==> src/rtl/bfis_pkg.sv <==
// -----------------------------------------------------------------------------
// bfis_pkg
// Shared types and constants for the best-first-search result collector.
//   VERTEX_W / K_W / DIST_W : data widths shared with the search engine
//   QUERY_DIM               : default query vector dimension
//   query_vec_t             : QUERY_DIM x VERTEX_W packed query vector
//   collector_state_t       : collector FSM encoding
//   clamp_k()               : min(k, k_max) helper for the effective k
// -----------------------------------------------------------------------------
package bfis_pkg;

  localparam int VERTEX_W  = 32;
  localparam int K_W       = 16;
  localparam int DIST_W    = 32;
  localparam int QUERY_DIM = 2;

  typedef logic [QUERY_DIM-1:0][VERTEX_W-1:0] query_vec_t;

  typedef enum logic [1:0] {
    IDLE    = 2'd0,
    LAUNCH  = 2'd1,
    COLLECT = 2'd2,
    DRAIN   = 2'd3
  } collector_state_t;

  function automatic logic [K_W-1:0] clamp_k(input logic [K_W-1:0] k,
                                             input logic [K_W-1:0] k_max);
    return (k > k_max) ? k_max : k;
  endfunction

endpackage

==> src/rtl/result_buffer.sv <==
// -----------------------------------------------------------------------------
// result_buffer
// DEPTH-deep register file filled in arrival order and read back in the same
// order. The write pointer is the fill count itself.
//   clk_in, rst_in   : clock, asynchronous active-low reset
//   clear_in         : empties the buffer (count and read pointer to 0)
//   wr_en_in/wr_data_in : append one word (ignored when full)
//   rd_en_in         : advance the read pointer (ignored when nothing left)
//   rd_data_out      : word at the read pointer
//   count_out        : number of words written since the last clear
//   rd_ptr_out       : number of words read since the last clear
// -----------------------------------------------------------------------------
module result_buffer
  import bfis_pkg::*;
#(
  parameter int DEPTH = 8,
  parameter int W     = VERTEX_W
) (
  input  logic                     clk_in,
  input  logic                     rst_in,
  input  logic                     clear_in,
  input  logic                     wr_en_in,
  input  logic [W-1:0]             wr_data_in,
  input  logic                     rd_en_in,
  output logic [W-1:0]             rd_data_out,
  output logic [$clog2(DEPTH):0]   count_out,
  output logic [$clog2(DEPTH):0]   rd_ptr_out
);

  localparam int CNT_W = $clog2(DEPTH) + 1;
  localparam int IDX_W = (DEPTH > 1) ? $clog2(DEPTH) : 1;

  logic [W-1:0]     r_mem [DEPTH];
  logic [CNT_W-1:0] r_count;
  logic [CNT_W-1:0] r_rd_ptr;
  logic             w_wr_ok;
  logic             w_rd_ok;

  assign w_wr_ok = wr_en_in && (r_count < CNT_W'(DEPTH));
  assign w_rd_ok = rd_en_in && (r_rd_ptr < r_count);

  // Storage carries no reset: a word is only ever read after it was written.
  always_ff @(posedge clk_in) begin
    if (w_wr_ok && !clear_in) begin
      r_mem[r_count[IDX_W-1:0]] <= wr_data_in;
    end
  end

  always_ff @(posedge clk_in or negedge rst_in) begin
    if (!rst_in) begin
      r_count  <= '0;
      r_rd_ptr <= '0;
    end else if (clear_in) begin
      r_count  <= '0;
      r_rd_ptr <= '0;
    end else begin
      if (w_wr_ok) r_count  <= r_count + CNT_W'(1);
      if (w_rd_ok) r_rd_ptr <= r_rd_ptr + CNT_W'(1);
    end
  end

  assign rd_data_out = r_mem[r_rd_ptr[IDX_W-1:0]];
  assign count_out   = r_count;
  assign rd_ptr_out  = r_rd_ptr;

endmodule

==> src/rtl/bfis_result_collector.sv <==
// -----------------------------------------------------------------------------
// bfis_result_collector
// Host-side launcher and result sink for the best-first search engine.
// Accepts one query command, holds the engine in reset for ENGINE_RST_CYCLES,
// releases it, captures up to k_eff = min(k, K_MAX) streamed result words, then
// drains them to the host in arrival order.
//
// Optional build macro: BFIS_TIMEOUT_EN enables the collect-phase watchdog
// (TIMEOUT_CYCLES). Without it, COLLECT waits indefinitely and timeout_out=0.
//
// Ports:
//   clk_in, rst_in            clock, asynchronous active-low reset
//   cmd_valid_in/cmd_ready_out  command handshake (ready only in IDLE)
//   cmd_vertex_id_in, cmd_query_in, cmd_k_in  command payload
//   engine_rst_out            active-high engine reset (low only in COLLECT)
//   engine_vertex_id_out, engine_query_out, engine_k_out  latched command
//   engine_top_k_in, engine_valid_in  engine result stream
//   res_data_out/res_valid_out/res_ready_in/res_last_out  host result stream
//   busy_out                  state != IDLE
//   done_out                  one-cycle query-complete pulse
//   count_out                 results captured for current/last query
//   timeout_out               sticky watchdog flag
//   state_dbg_out             current FSM state (collector_state_t encoding)
//
// Handshake semantics (both cmd and res streams): a transfer happens on a
// rising clk_in edge where valid and ready are both high. A source keeps valid
// and its payload unchanged until that transfer; ready may change freely.
// -----------------------------------------------------------------------------
module bfis_result_collector
  import bfis_pkg::*;
#(
  parameter int DIM               = QUERY_DIM,
  parameter int K_MAX             = 8,
  parameter int ENGINE_RST_CYCLES = 2,
  parameter int TIMEOUT_CYCLES    = 65536
) (
  input  logic                            clk_in,
  input  logic                            rst_in,
  input  logic                            cmd_valid_in,
  output logic                            cmd_ready_out,
  input  logic [VERTEX_W-1:0]             cmd_vertex_id_in,
  input  logic [DIM-1:0][VERTEX_W-1:0]    cmd_query_in,
  input  logic [K_W-1:0]                  cmd_k_in,
  output logic                            engine_rst_out,
  output logic [VERTEX_W-1:0]             engine_vertex_id_out,
  output logic [DIM-1:0][VERTEX_W-1:0]    engine_query_out,
  output logic [K_W-1:0]                  engine_k_out,
  input  logic [VERTEX_W-1:0]             engine_top_k_in,
  input  logic                            engine_valid_in,
  output logic [VERTEX_W-1:0]             res_data_out,
  output logic                            res_valid_out,
  input  logic                            res_ready_in,
  output logic                            res_last_out,
  output logic                            busy_out,
  output logic                            done_out,
  output logic [$clog2(K_MAX):0]          count_out,
  output logic                            timeout_out,
  output logic [1:0]                      state_dbg_out
);

  localparam int CNT_W = $clog2(K_MAX) + 1;
  localparam int RST_W = (ENGINE_RST_CYCLES > 1) ? $clog2(ENGINE_RST_CYCLES) : 1;

  collector_state_t             r_state;
  logic [VERTEX_W-1:0]          r_vertex;
  logic [DIM-1:0][VERTEX_W-1:0] r_query;
  logic [K_W-1:0]               r_k_eff;
  logic [RST_W-1:0]             r_rst_cnt;
  logic                         r_done;
  logic                         r_res_valid;
  logic                         r_res_last;
  logic [VERTEX_W-1:0]          r_res_data;

  logic                         w_cmd_fire;
  logic [K_W-1:0]               w_k_eff;
  logic                         w_capture;
  logic                         w_full;
  logic [CNT_W-1:0]             w_count;
  logic [CNT_W-1:0]             w_count_next;
  logic [CNT_W-1:0]             w_rd_ptr;
  logic [VERTEX_W-1:0]          w_rd_data;
  logic                         w_out_fire;
  logic                         w_load;
  logic                         w_tmo_expire;

  assign w_cmd_fire = cmd_valid_in && (r_state == IDLE);
  assign w_k_eff    = clamp_k(cmd_k_in, K_W'(K_MAX));

  // Captures are gated by count < k_eff so words past k_eff can never land.
  assign w_capture    = (r_state == COLLECT) && engine_valid_in &&
                        (K_W'(w_count) < r_k_eff);
  assign w_full       = w_capture && ((K_W'(w_count) + K_W'(1)) == r_k_eff);
  assign w_count_next = w_count + CNT_W'(w_capture);

  // The output register reloads whenever it is empty or being consumed, which
  // gives one word per cycle under continuous res_ready_in.
  assign w_out_fire = r_res_valid && res_ready_in;
  assign w_load     = (r_state == DRAIN) && (!r_res_valid || res_ready_in) &&
                      (w_rd_ptr < w_count);

  result_buffer #(
    .DEPTH (K_MAX),
    .W     (VERTEX_W)
  ) u_buf (
    .clk_in      (clk_in),
    .rst_in      (rst_in),
    .clear_in    (w_cmd_fire),
    .wr_en_in    (w_capture),
    .wr_data_in  (engine_top_k_in),
    .rd_en_in    (w_load),
    .rd_data_out (w_rd_data),
    .count_out   (w_count),
    .rd_ptr_out  (w_rd_ptr)
  );

`ifdef BFIS_TIMEOUT_EN
  localparam int TMO_W = $clog2(TIMEOUT_CYCLES) + 1;

  logic [TMO_W-1:0] r_tmo_cnt;
  logic             r_timeout;

  // Counter is zero on the first COLLECT cycle; expiry is the cycle in which
  // the TIMEOUT_CYCLES-th COLLECT cycle completes. A capture finishing k_eff
  // in that same cycle wins and counts as a normal completion.
  always_ff @(posedge clk_in or negedge rst_in) begin
    if (!rst_in) begin
      r_tmo_cnt <= '0;
    end else if (r_state == LAUNCH) begin
      r_tmo_cnt <= '0;
    end else if (r_state == COLLECT) begin
      r_tmo_cnt <= r_tmo_cnt + TMO_W'(1);
    end
  end

  assign w_tmo_expire = (r_state == COLLECT) && !w_full &&
                        ((r_tmo_cnt + TMO_W'(1)) == TMO_W'(TIMEOUT_CYCLES));
  assign timeout_out  = r_timeout;
`else
  logic [31:0] w_unused_tmo;
  assign w_unused_tmo = 32'(TIMEOUT_CYCLES);
  assign w_tmo_expire = 1'b0;
  assign timeout_out  = 1'b0;
`endif

  always_ff @(posedge clk_in or negedge rst_in) begin
    if (!rst_in) begin
      r_state     <= IDLE;
      r_vertex    <= '0;
      r_query     <= '0;
      r_k_eff     <= '0;
      r_rst_cnt   <= '0;
      r_done      <= 1'b0;
      r_res_valid <= 1'b0;
      r_res_last  <= 1'b0;
      r_res_data  <= '0;
`ifdef BFIS_TIMEOUT_EN
      r_timeout   <= 1'b0;
`endif
    end else begin
      r_done <= 1'b0;
      case (r_state)
        IDLE: begin
          if (w_cmd_fire) begin
            r_vertex  <= cmd_vertex_id_in;
            r_query   <= cmd_query_in;
            r_k_eff   <= w_k_eff;
            r_rst_cnt <= RST_W'(ENGINE_RST_CYCLES - 1);
`ifdef BFIS_TIMEOUT_EN
            r_timeout <= 1'b0;
`endif
            if (w_k_eff == '0) begin
              r_done <= 1'b1;
            end else begin
              r_state <= LAUNCH;
            end
          end
        end
        LAUNCH: begin
          if (r_rst_cnt == '0) begin
            r_state <= COLLECT;
          end else begin
            r_rst_cnt <= r_rst_cnt - RST_W'(1);
          end
        end
        COLLECT: begin
          if (w_full) begin
            r_state <= DRAIN;
          end else if (w_tmo_expire) begin
`ifdef BFIS_TIMEOUT_EN
            r_timeout <= 1'b1;
`endif
            if (w_count_next == '0) begin
              r_done  <= 1'b1;
              r_state <= IDLE;
            end else begin
              r_state <= DRAIN;
            end
          end
        end
        DRAIN: begin
          if (w_load) begin
            r_res_valid <= 1'b1;
            r_res_data  <= w_rd_data;
            r_res_last  <= ((w_rd_ptr + CNT_W'(1)) == w_count);
          end else if (w_out_fire) begin
            r_res_valid <= 1'b0;
            r_res_last  <= 1'b0;
          end
          if (w_out_fire && r_res_last) begin
            r_done  <= 1'b1;
            r_state <= IDLE;
          end
        end
        default: r_state <= IDLE;
      endcase
    end
  end

  assign cmd_ready_out        = (r_state == IDLE);
  assign engine_rst_out       = (r_state != COLLECT);
  assign engine_vertex_id_out = r_vertex;
  assign engine_query_out     = r_query;
  assign engine_k_out         = r_k_eff;
  assign res_data_out         = r_res_data;
  assign res_valid_out        = r_res_valid;
  assign res_last_out         = r_res_last;
  assign busy_out             = (r_state != IDLE);
  assign done_out             = r_done;
  assign count_out            = w_count;
  assign state_dbg_out        = r_state;

endmodule

==> config.mk <==
export PLATFORM = sky130hd
export DESIGN_NAME = bfis_result_collector
export DESIGN_NICKNAME = d
export VERILOG_FILES = /design/src/rtl/bfis_pkg.sv /design/src/rtl/result_buffer.sv /design/src/rtl/bfis_result_collector.sv
export SDC_FILE = /design/constraint.sdc
export NUM_CORES = 1
export LEC_CHECK = 0
export CAP_MARGIN = 20
export CORE_MARGIN = 1
export CORE_UTILIZATION = 48
export DETAILED_ROUTE_END_ITERATION = 8
export MAX_ROUTING_LAYER = met4
export PLACE_DENSITY = 0.75
export SLEW_MARGIN = 40
export SYNTH_ARGS = -nofsm -noshare
export SYNTH_HDL_FRONTEND = slang
export SYNTH_SLANG_ARGS = --single-unit
==> constraint.sdc <==
create_clock -name clk_in -period 6.32 [get_ports clk_in]
set_clock_uncertainty 0.05 [all_clocks]
set_input_delay 1.264 -clock clk_in [delete_from_list [all_inputs] [get_ports clk_in]]
set_output_delay 1.264 -clock clk_in [all_outputs]
set_load 0.03 [all_outputs]
# Yosys cells after proc, flatten, opt, wreduce, memory -nomap -nowiden
# Memories as Yosys holds them, arrays and structs flattened. A register that Yosys moved wholly into a read port is not among the register bits.
# Cells that the tools add are included.
dict set report classes {
  order_cmp 4
  bitwise 0
  n_shift 0
  n_eq_ne 11
  muxes 23
  n_addsub 4
  n_reduce_logical 27
  mul 0
  n_div 0
}
# operator n
set ops {}
lappend ops {{$eq A5 B16 Y1} 1}
lappend ops {{$gt A16 B4 Y1 const B} 1}
lappend ops {{$logic_not A16 Y1} 1}
lappend ops {{$lt A4 B16 Y1} 1}
lappend ops {{$mux W16} 1}
lappend ops {{$mux W4} 4}
lappend ops {{$logic_and A1 B1 Y1} 11}
lappend ops {{$mux W1} 10}
lappend ops {{$mux W2} 5}
lappend ops {{$reduce_bool A2 Y1} 5}
lappend ops {{$add A4 B1 Y4 const B} 2}
lappend ops {{$ne A2 B2 Y1 const B} 4}
lappend ops {{$pmux W2 S4} 1}
lappend ops {{$reduce_and A2 Y1} 4}
lappend ops {{$add A4 B1 Y5 const B} 1}
lappend ops {{$reduce_and A5 Y1} 1}
lappend ops {{$eq A2 B2 Y1 const B} 2}
lappend ops {{$eq A4 B4 Y1} 1}
lappend ops {{$lt A4 B4 Y1} 1}
lappend ops {{$lt A4 B4 Y1 const B} 1}
lappend ops {{$ne A2 B1 Y1 const B} 2}
lappend ops {{$pmux W1 S2} 2}
lappend ops {{$logic_not A1 Y1} 3}
lappend ops {{$eq A2 B1 Y1 const B} 1}
lappend ops {{other kinds (3)} 3}
dict set report totals {
  input_bits 149
  latch_bits 0
  output_inout_bits 157
  ff_bits 126
  romBits 0
  n_memories 1
  word_cells 81
  mem_bits_rw 256
}
# name words width read_ports rd_clocked_by_memory_dff write_ports line
set memory_table {}
lappend memory_table {u_buf.r_mem 8 32 1 1 1 result_buffer.sv:33} ;# logic [W-1:0] r_mem [DEPTH];

# Longest topological paths before layout
dict set report depth {
  ltp_word 7
  mapped_depth 12
  ltp_nobuf 8
}

# Cells and area by module
# A second synthesis with hierarchy kept.
dict set report hier_totals {
  hier_cells 840
  area_unflattened_um2 16443.3
}
# module cells_each n_inst seq_area_each_um2 area_per_inst_um2
set modules_own_cells {}
lappend modules_own_cells {result_buffer 428 1 7887.6 10308.6}
lappend modules_own_cells {bfis_result_collector 412 1 3753.6 6134.6}

# Worst setup path after synthesis
# OpenSTA, ideal clock, no wires.
dict set report synth_timing {
  kind {input to register}
  from {input engine_valid_in}
  to {memory u_buf.r_mem[0][0] in the netlist's numbering, enable pin}
  path_stages 4
  setup_time_ns 0.501
  path_slack_ns 0.942
  path_buffers 0
  required_time_ns 5.769
  arrival_ns 4.827
  path_cell_list {and3_1 -> o21ai_1 -> nand2b_1 -> nor4_1}
}
dict set report synth_via {
  elab_chain_cells 6
}
# item line
set synth_rtl {}
lappend synth_rtl {{start, declared} bfis_result_collector.sv:49} ;# input logic engine_valid_in,
lappend synth_rtl {{$logic_and A1 B1 Y1 (2 in series)} bfis_result_collector.sv:90} ;# assign w_capture = (r_state == COLLECT) && engine_valid_in &&
lappend synth_rtl {{$logic_and A1 B1 Y1} result_buffer.sv:39} ;# assign w_wr_ok = wr_en_in && (r_count < CNT_W'(DEPTH));
lappend synth_rtl {{$logic_and A1 B1 Y1} result_buffer.sv:44} ;# if (w_wr_ok && !clear_in) begin
lappend synth_rtl {{$mux W1} result_buffer.sv:44}
lappend synth_rtl {{$mux W1 (implied by the code)} result_buffer.sv:45} ;# r_mem[r_count[IDX_W-1:0]] <= wr_data_in;
lappend synth_rtl {{end, declared} result_buffer.sv:33}
# No other way between the ends.

# Final worst setup path
dict set report layout_timing {
  from {register r_state[0], in the netlist state_dbg_out[0]}
  to {output busy_out}
}
dict set report layout_via {
  elab_chain_cells 1
}
# item line
set layout_rtl {}
lappend layout_rtl {{start, declared} bfis_result_collector.sv:64} ;# collector_state_t r_state;
lappend layout_rtl {{start signal, assigned} bfis_result_collector.sv:147} ;# r_state <= IDLE;
lappend layout_rtl {{start signal, assigned} bfis_result_collector.sv:174} ;# r_state <= LAUNCH;
lappend layout_rtl {{start signal, assigned} bfis_result_collector.sv:180} ;# r_state <= COLLECT;
lappend layout_rtl {{$reduce_bool A2 Y1} bfis_result_collector.sv:227} ;# assign busy_out = (r_state != IDLE);
lappend layout_rtl {{end, declared} bfis_result_collector.sv:54} ;# output logic busy_out,
# No other way between the ends.

==> impl_metrics.tcl <==
set metrics [dict create \
    cts.sinks 414 \
    slew_headroom 0.476 \
    clkTransAtPathRegs_ns 0.06 \
    die_y_um 184 \
    status "finished clean" \
    p_clk_frac 0.279 \
    yosysMostFrequentCell "nand2_1" \
    wl_met1_mm 15.7 \
    worstSetupPathType "flip-flop to primary output" \
    p_total_mw 9.77 \
    htreeDepth 2 \
    area_growth_pct 33.4 \
    antenna_found_initial 3 \
    synth_top_area_share 0.482 \
    dp_hpwl_mm 25.2 \
    dieArea_sq_um 34000 \
    grt_setup_unrepaired "false" \
    cts_made_buffers 42 \
    cp_max_fo 7 \
    min_path_type "flip-flop to flip-flop" \
    drt-initial-drc-count 672 \
    fp.dieW_um 184 \
    routabilityCongestion 0.882 \
    drive_gt1_frac 0.126 \
    holdBufCountCts 0 \
    route.detailed.drc 0 \
    grt_pass1_wl_mm 58.1 \
    yosysTopAreaCell "edfxtp_1" \
    via_per_inst 5.25 \
    vias 9746 \
    final-max-slew-violation-count 0 \
    routed_wl_mm 39.2 \
    final.setup.tns_ns 0 \
    synth.cell_area_sq_um 16000 \
    yosysSeqAreaShare 0.729 \
    met2WireLength_mm 19.3 \
    synth_edf_count 256 \
    start_util 0.489 \
    p_int_mw 6.42 \
    pwr-share-comb 0.342 \
    syn-instance-count 1060 \
    grt_overflow 0 \
    numPortBuffers 304 \
    grt_usage 0.238 \
    sw_frac_of_total 0.343 \
    fin_crit_sh 0.571 \
    ys_types 48 \
    fin_crit_ns 3.61 \
    worstPathRequired_ns 5.01 \
    setup_viol 0 \
    arrival_ns 2.30 \
    ant_nets 0 \
    postSynthNetCount 1223 \
    grt_pass1_vias 9729 \
    route.met3.wl_mm 2.97 \
    fmax_mhz 277 \
    irDropWorstVdd_mv 0.310 \
    synth_common_cells "nand2_1, edfxtp_1, dfrtp_1" \
    rows 66 \
    setup_slack_ns 2.71 \
    worstMarginPinSlew_ns 0.786 \
    endpoint_kind "primary output" \
    grt_max_degree 106 \
    ctsResizeCount 0 \
    ys_async_sr_fraction 0.382 \
    clockBufferDepth 3 \
    switchingPower_mw 3.35 \
    avgSynthCellArea_sq_um 15.1 \
    hold_viol_final 0 \
    post_cts_buffers 0 \
    core-area_sq_um 32600 \
    place_ws_ns 2.21 \
    yosys-top-cells-area "edfxtp_1, dfrtp_1, mux4_2, nand2_1, mux2i_1" \
    fillers 2282 \
    layout.nets 1540 \
    cts-root-buf "clkbuf_16" \
    wl_per_cell_um 21.1 \
    num_io_pins 306 \
    insertion_delay_ns 0.55 \
    synth_flop_cell "edfxtp_1" \
    drt_first_pass_iters 7 \
    p_leak_nw 8.07 \
    ys_ff_latch 414 \
    highest_layer "met4" \
    p_seq_frac 0.379 \
    cts_tree "yes" \
    powerDensity_nw_per_um2 459 \
    maxCapViolations 0 \
    cp-start-kind "flip-flop" \
    yosysWarnings 0 \
]
[path summary, 6_finish.rpt]
path / endpoint / slack [ns] / depth (start not counted) / start
max: busy_out / 2.71 / 4 / state_dbg_out[0]
min: engine_query_out[61] / 0.42 / 2 / engine_query_out[61]
max reg2reg: res_last_out / 2.86 / 9 / u_buf.rd_ptr_out[1]
min reg2reg: engine_query_out[61] / 0.42 / 2 / engine_query_out[61]
max in group asynchronous: u_buf.rd_ptr_out[0] / 4.33 / 2 / rst_in
min in group asynchronous: res_data_out[25] / 0.59 / 1 / rst_in
[sequential cells by signal, indices dropped and copies added, names as in the netlist]
name / cells
state_dbg_out: 2
u_buf.rd_ptr_out: 4
engine_vertex_id_out: 32
res_last_out: 1
r_rst_cnt: 1
res_valid_out: 1
engine_query_out: 64
engine_k_out: 16
res_data_out: 32
done_out: 1
u_buf.r_mem: 256
u_buf.count_out: 4
[cell type report]
type / count / area [sq um] / area share
diodes: 3 / 7.51 / 0.000353
clock buffers: 54 / 1190 / 0.0558
clock inverters: 23 / 374 / 0.0176
inverters: 16 / 60.1 / 0.00282
multi-input cells: 577 / 4120 / 0.193
flip-flops and latches: 414 / 11600 / 0.547
well taps: 442 / 553 / 0.0260
repair buffers: 326 / 3350 / 0.157
[cells in the final DEF, fill, tap and decap left out, drive strengths merged, types with 2 or more instances in the layout]
| master | instances |
|---|---|
| clkinv | 13 |
| nor4 | 8 |
| bufinv | 8 |
| nor3 | 8 |
| nor2 | 45 |
| xnor2 | 10 |
| ha | 14 |
| nand2b | 2 |
| buf | 21 |
| o21a | 2 |
| nand2 | 298 |
| o21ai | 7 |
| mux4 | 64 |
| nand3b | 2 |
| edfxtp | 256 |
| a21oi | 38 |
| inv | 17 |
| and2 | 13 |
| mux2i | 35 |
| clkdlybuf4s50 | 303 |
| xor2 | 3 |
| o211ai | 2 |
| diode | 3 |
| dfrtp | 158 |
| clkbuf | 56 |
| nand3 | 7 |
[stage by stage]
step / cells / util / hold slack [ns] / area (sq um)
2_1_floorplan: 1060 / - / 0.466 / 16000
3_3_place_gp: 1766 / 0.598 / 0.407 / 19500
3_5_place_dp: 1774 / 0.604 / 0.411 / 19700
4_1_cts: 1851 / 0.652 / 0.426 / 21300
5_1_grt: 1855 / 0.653 / 0.438 / 21300
6_report: 1855 / 0.653 / 0.422 / 21300
[metal layers]
metal,global-route usage,up-vias
met1,0.296,4892
met2,0.390,340
met4,0.0803,0
met5,-,-
met3,0.0482,74
li1,-,4440
[power by group through the flow]
stage	clock network, mW	logic [mW]	registers (mW)
final	2.73	3.34	3.70
after global routing	2.89	3.56	3.76
after CTS	2.78	3.39	3.70
after detailed placement	0	3.36	3.75
after global placement	0	3.31	3.73
after floorplan	0	1.18	4.49
[worst max-delay path, cell delays in order (launching register included)]
cell	delay [ns]
dfrtp_1	0.42
inv_1	0.08
ha_1	0.33
inv_1	0.19
clkdlybuf4s50_1	0.75
[kinds of logic after synthesis]
logic type               count (synthesis)  share of synthesized area
flip-flops                             414                      0.729
AO/OA/AOI/OAI                           59                     0.0213
AND/OR/NAND/NOR                        390                     0.0990
buffers and inverters                   69                     0.0190
adder cells (fa/ha/maj)                 14                     0.0110
other                                    1                   0.000235
XOR/XNOR                                13                    0.00713
multiplexers                           100                      0.113
Power figures use the tool's default switching activity.
